File: src/rtl/dcache_meta_arbiter.sv
// Metadata array arbiter for the L1 D-cache: fixed priority with aging override,
// single-cycle read-after-write blocking and a one-cycle response tag pipeline.
module dcache_meta_arbiter #(
    parameter int unsigned N_REQ        = 4,
    parameter int unsigned IDX_BITS     = 6,
    parameter int unsigned TAG_BITS     = 20,
    parameter int unsigned COH_BITS     = 2,
    parameter int unsigned N_WAYS       = 4,
    parameter int unsigned STARVE_LIMIT = 8,
    parameter int unsigned ID_BITS      = $clog2(N_REQ)
) (
    input  logic                         clock,
    input  logic                         reset,
    input  logic [N_REQ-1:0]             req_valid,
    output logic [N_REQ-1:0]             req_ready,
    input  logic [N_REQ-1:0]             req_write,
    input  logic [N_REQ*IDX_BITS-1:0]    req_idx,
    input  logic [N_REQ*TAG_BITS-1:0]    req_tag,
    input  logic [N_REQ*N_WAYS-1:0]      req_way_en,
    input  logic [N_REQ*COH_BITS-1:0]    req_coh,
    input  logic                         arr_ready,
    output logic                         arr_en,
    output logic                         arr_write,
    output logic [IDX_BITS-1:0]          arr_idx,
    output logic [TAG_BITS-1:0]          arr_tag,
    output logic [N_WAYS-1:0]            arr_way_en,
    output logic [COH_BITS-1:0]          arr_coh,
    output logic                         resp_valid,
    output logic                         resp_write,
    output logic [ID_BITS-1:0]           resp_id,
    output logic [N_REQ-1:0]             starved
);

    localparam int unsigned CNT_W = $clog2(STARVE_LIMIT + 1);
    localparam logic [CNT_W-1:0] LIMIT = CNT_W'(STARVE_LIMIT);

    logic [CNT_W-1:0]    age [N_REQ];
    logic                wr_pend_valid;
    logic [IDX_BITS-1:0] wr_pend_idx;
    logic                resp_valid_q;
    logic                resp_write_q;
    logic [ID_BITS-1:0]  resp_id_q;

    logic [N_REQ-1:0]    eligible;
    logic [N_REQ-1:0]    starved_vec;
    logic [N_REQ-1:0]    grant;
    logic [ID_BITS-1:0]  win;
    logic                found;

    always_comb begin
        eligible    = req_valid;
        starved_vec = '0;
        for (int unsigned i = 0; i < N_REQ; i++) begin
            starved_vec[i] = (age[i] == LIMIT);
            if (wr_pend_valid && !req_write[i] &&
                req_idx[i*IDX_BITS +: IDX_BITS] == wr_pend_idx)
                eligible[i] = 1'b0;
        end
    end

    // Starved requesters are searched first; plain priority only if none are eligible.
    always_comb begin
        found = 1'b0;
        win   = '0;
        for (int unsigned i = 0; i < N_REQ; i++) begin
            if (!found && eligible[i] && starved_vec[i]) begin
                found = 1'b1;
                win   = ID_BITS'(i);
            end
        end
        for (int unsigned i = 0; i < N_REQ; i++) begin
            if (!found && eligible[i]) begin
                found = 1'b1;
                win   = ID_BITS'(i);
            end
        end
    end

    always_comb begin
        grant = '0;
        if (found && arr_ready && !reset)
            grant[win] = 1'b1;
    end

    assign req_ready  = grant;
    assign arr_en     = |grant;
    assign arr_write  = req_write[win];
    assign arr_idx    = req_idx[win*IDX_BITS +: IDX_BITS];
    assign arr_tag    = req_tag[win*TAG_BITS +: TAG_BITS];
    assign arr_way_en = req_way_en[win*N_WAYS +: N_WAYS];
    assign arr_coh    = req_coh[win*COH_BITS +: COH_BITS];

    // Gating with reset makes the reset values visible while reset is held,
    // so a response registered just before reset is never presented.
    assign resp_valid = resp_valid_q & ~reset;
    assign resp_write = resp_write_q & ~reset;
    assign resp_id    = reset ? '0 : resp_id_q;
    assign starved    = reset ? '0 : starved_vec;

    always_ff @(posedge clock) begin
        if (reset) begin
            wr_pend_valid <= 1'b0;
            wr_pend_idx   <= '0;
            resp_valid_q  <= 1'b0;
            resp_write_q  <= 1'b0;
            resp_id_q     <= '0;
            for (int unsigned i = 0; i < N_REQ; i++)
                age[i] <= '0;
        end else begin
            wr_pend_valid <= arr_en & arr_write;
            if (arr_en && arr_write)
                wr_pend_idx <= arr_idx;
            resp_valid_q <= arr_en;
            if (arr_en) begin
                resp_write_q <= arr_write;
                resp_id_q    <= win;
            end
            for (int unsigned i = 0; i < N_REQ; i++) begin
                if (grant[i] || !req_valid[i])
                    age[i] <= '0;
                else if (age[i] != LIMIT)
                    age[i] <= age[i] + 1'b1;
            end
        end
    end

endmodule

File: config.mk
export PLATFORM = sky130hd
export DESIGN_NAME = dcache_meta_arbiter
export DESIGN_NICKNAME = d
export VERILOG_FILES = /design/src/rtl/dcache_meta_arbiter.sv
export SDC_FILE = /design/constraint.sdc
export NUM_CORES = 1
export LEC_CHECK = 0
export ABC_AREA = 0
export CELL_PAD_IN_SITES_DETAIL_PLACEMENT = 0
export CELL_PAD_IN_SITES_GLOBAL_PLACEMENT = 1
export CORE_UTILIZATION = 23
export CTS_BUF_LIST = sky130_fd_sc_hd__clkbuf_2
export CTS_CLUSTER_SIZE = 8
export DETAILED_ROUTE_END_ITERATION = 8
export PLACE_DENSITY_LB_ADDON = 0.12
export SETUP_SLACK_MARGIN = 0.5
export SLEW_MARGIN = 20
export SYNTH_ARGS = -nofsm -noshare
export SYNTH_HDL_FRONTEND = slang
export SYNTH_SLANG_ARGS = --single-unit
File: constraint.sdc
create_clock -name clock -period 3.4 [get_ports clock]
set_clock_uncertainty 0.15 [all_clocks]
set_input_delay 0.85 -clock clock [delete_from_list [all_inputs] [get_ports clock]]
set_output_delay 0.85 -clock clock [all_outputs]
set_load 0.02 [all_outputs]
==> flow_summary.yaml <==
power:
  power.leakage_nw: 3.24
  p_sw_uw: 518
  cellPowerDensity_mw_per_mm2: 196
  swShare_pct: 35.2
  irDropWorstVdd_mv: 0.164
  seqPwrFrac_pct: 25.9
  p_clk_share_pct: 9.2
  comb_power_share_pct: 64.9
  power_mw: 1.47
  p_int_uw: 952
worst_setup_path:
  critical_path.slowest_cell: "nor3b_4"
  path_cells: "buf_8, xor2_4, nor4_4, buf_4, a21oi_4, nor3b_4, nor2_4, o21ai_4, buf_12, buf_12, a21oi_2, a221o_1, buf_6"
  critPathLaunchType: "input port"
  worstSetupPathType: "input port to output port"
  cpMostUsedCell: "buf_12"
  rrSetupSlack_ps: 70
  arrival_ps: 3110
  reg2reg_from: "wr_pend_idx[1]"
  rr_endpoint: "wr_pend_idx[5]"
  required_ps: 2400
  slowest_delay_ps: 320
  critPathBufInv: 5
  crit_family: "simple AND/OR/NAND/NOR gates"
  ff2ff_path_depth: 17
  cp-end-kind: "output port"
  critPathMaxFanout: 7
min_path:
  hold_path_end: "resp_id_q[1]"
  worst_hold_path_type: "flop to flop"
  whs_path_depth: 2
  min_from: "resp_id_q[1]"
floorplanning:
  die_h_um: 114
  die_x_um: 114
  die_area_mm2: 0.0131
  initial_core_util_pct: 23.8
  num_rows: 40
  ios: 185
  core_mm2: 0.0122
sta:
  setup_violations: 38
  rsz0062_at_grt: "true"
  period_minus_slack_ps: 4110
  drv_slew: 0
  hold_violations: 0
  period_share_pct: 121
  timing.fmax_ghz: 0.243
  fin_ws_ps: -713
  slew_headroom_pct: 74.5
  holdWs_ps: 379
  timing_worst_slew_pin_value_ps: 383
placed_design:
  dpl.cell_count: 761
  post-place-ws_ps: -1560
  dpl.hpwl_um: 9870
  gp_congestion: 0.819
  portBuffers: 184
synth:
  synth_warnings: 0
  postSynth.asyncResetShare_pct: 0
  synthCells: 352
  yosysSeqAreaShare_pct: 24.2
  ys_seq_elements: 27
  synth_cell_types: 62
  syn_nets: 499
  syn_area_per_cell_um2: 8.23
  synth_edf_count: 16
  synth-main-ff-cell: "edfxtp_1"
  syn_area_mm2: 0.00290
drt:
  routedWlPerCell_um: 17.8
  routed_wl_um: 15100
  antenna_left: 0
  drc: 0
  vias: 4053
  vias_per_cell: 4.79
  first_pass_iters: 6
  drt-initial-drc-count: 220
job:
  drv_cap: 0
clocking:
  insertion_delay_ps: 380
  root_buffer: "clkbuf_2"
  cts_tree: "done"
  clk_pin_slew_ps: 300
  htreeDepth: 1
  cts_hold_buf: 0
  clkSinkCount: 27
  cts_buffers: 3
  clock_path_buffers: 2
final_layout:
  final_cell_mix: "clkdlybuf4s50_1, buf_4, buf_6"
  antenna_cells_inserted: 0
  fin_cells: 847
  layout_commonest_cell: "clkdlybuf4s50_1"
  area_delta_synth_final_pct: 159
  drive_above_1_share_pct: 57.9
  fin_nets: 827
  post-route-util_pct: 61.7
grt:
  grt_start_max_net_pins: 22
  grt_pass1_vias: 4171
  gr-total-overflow: 0
  grt_pass1_wl_um: 22300
  antenna_found_initial: 0
  grt_use_total_pct: 22.0
status:
  status: "finished, violations left"
  violations: "negative setup slack"
## final cells by class
class | instances | area, µm²
repair buffers | 348 | 3590
clock inverters | 1 | 7.51
multi-input cells | 278 | 2880
fillers | 1039 | 4660
clock buffers | 3 | 15.0
flip-flops and latches | 27 | 714
well taps | 168 | 210
inverters | 22 | 85.1
## routing by layer
metal | vias up | wire length [µm] | track usage (%)
li1 | 1944 | - | -
met1 | 1954 | 6050 | 26.1
met2 | 142 | 7990 | 41.5
met3 | 13 | 846 | 2.91
met4 | 0 | 225 | 5.19
met5 | - | 0 | 0
## registers in the layout, indices dropped and copies added (netlist names)
name	flops
resp_write_q	1
age	16
wr_pend_idx	6
resp_valid_q	1
wr_pend_valid	1
resp_id_q	2
## stage by stage
stage          area [µm²]  setup TNS (ps)
2_1_floorplan        3070           -7470
3_3_place_gp         5600          -66680
3_5_place_dp         5600          -66670
4_1_cts              6920          -19760
5_1_grt              7500          -27160
6_report             7500          -24070
## worst max path at each step
stage | endpoint | depth (start not counted) | slack, ps | startpoint
after floorplan | arr_idx[0] | 9 | -290 | req_idx[18]
after global placement | arr_idx[4] | 10 | -1540 | req_idx[18]
after detailed placement | arr_idx[2] | 10 | -1560 | req_idx[18]
after CTS | arr_idx[3] | 11 | -640 | req_idx[19]
after global routing | arr_idx[1] | 13 | -810 | age[3][0]
final | arr_tag[12] | 13 | -710 | req_idx[13]
## cells in the mapped netlist, drive strengths merged, types with 3 or more instances
master	instances	area share, %
ha	8	3.5
buf	19	4.1
a211oi	9	3.5
nand2	60	8.1
nand2b	4	0.95
o211ai	3	1.1
clkbuf	6	0.78
and3b	3	0.91
xor2	16	4.8
o21ai	3	0.52
xnor2	16	4.8
a31oi	6	1.3
a222oi	6	2.1
a2111o	3	1.2
mux2	6	2.3
nand3	6	1.0
nor3	7	1.6
a21boi	3	0.91
a221o	26	9.0
edfxtp	16	17
nor2b	9	1.9
nor2	25	3.2
dfxtp	11	7.6
nand3b	3	0.78
inv	22	2.8
a21oi	30	5.2
## cells by family after synthesis
family	after synthesis	synth area share (%)
XOR/XNOR	32	9.67
multiplexers	7	3.11
AO/OA/AOI/OAI	101	28.9
adder cells (fa/ha/maj)	8	3.45
buffers and inverters	47	7.73
flip-flops	27	24.2
AND/OR/NAND/NOR	130	23.0
## worst min-delay path: stages, from the launching register on
cell	delay, ps
dfxtp_1	390
nor2_1	100
a311oi_1	50
## power groups by stage
stage | Sequential [mW] | Clock, mW | Combinational [mW]
after CTS | 0.379 | 0.139 | 0.863
after floorplan | 0.371 | 0 | 0.311
after global routing | 0.383 | 0.148 | 1.01
final | 0.381 | 0.135 | 0.954
after global placement | 0.380 | 0 | 0.676
after detailed placement | 0.380 | 0 | 0.679
## timing repair
action,CTS,global route
endpoints found under the setup margin,87,82
pin swaps,84,38
buffers inserted,53,20
cloned,5,4
gates resized for setup,541,80
No activity file was read; power rests on OpenSTA's default activity.
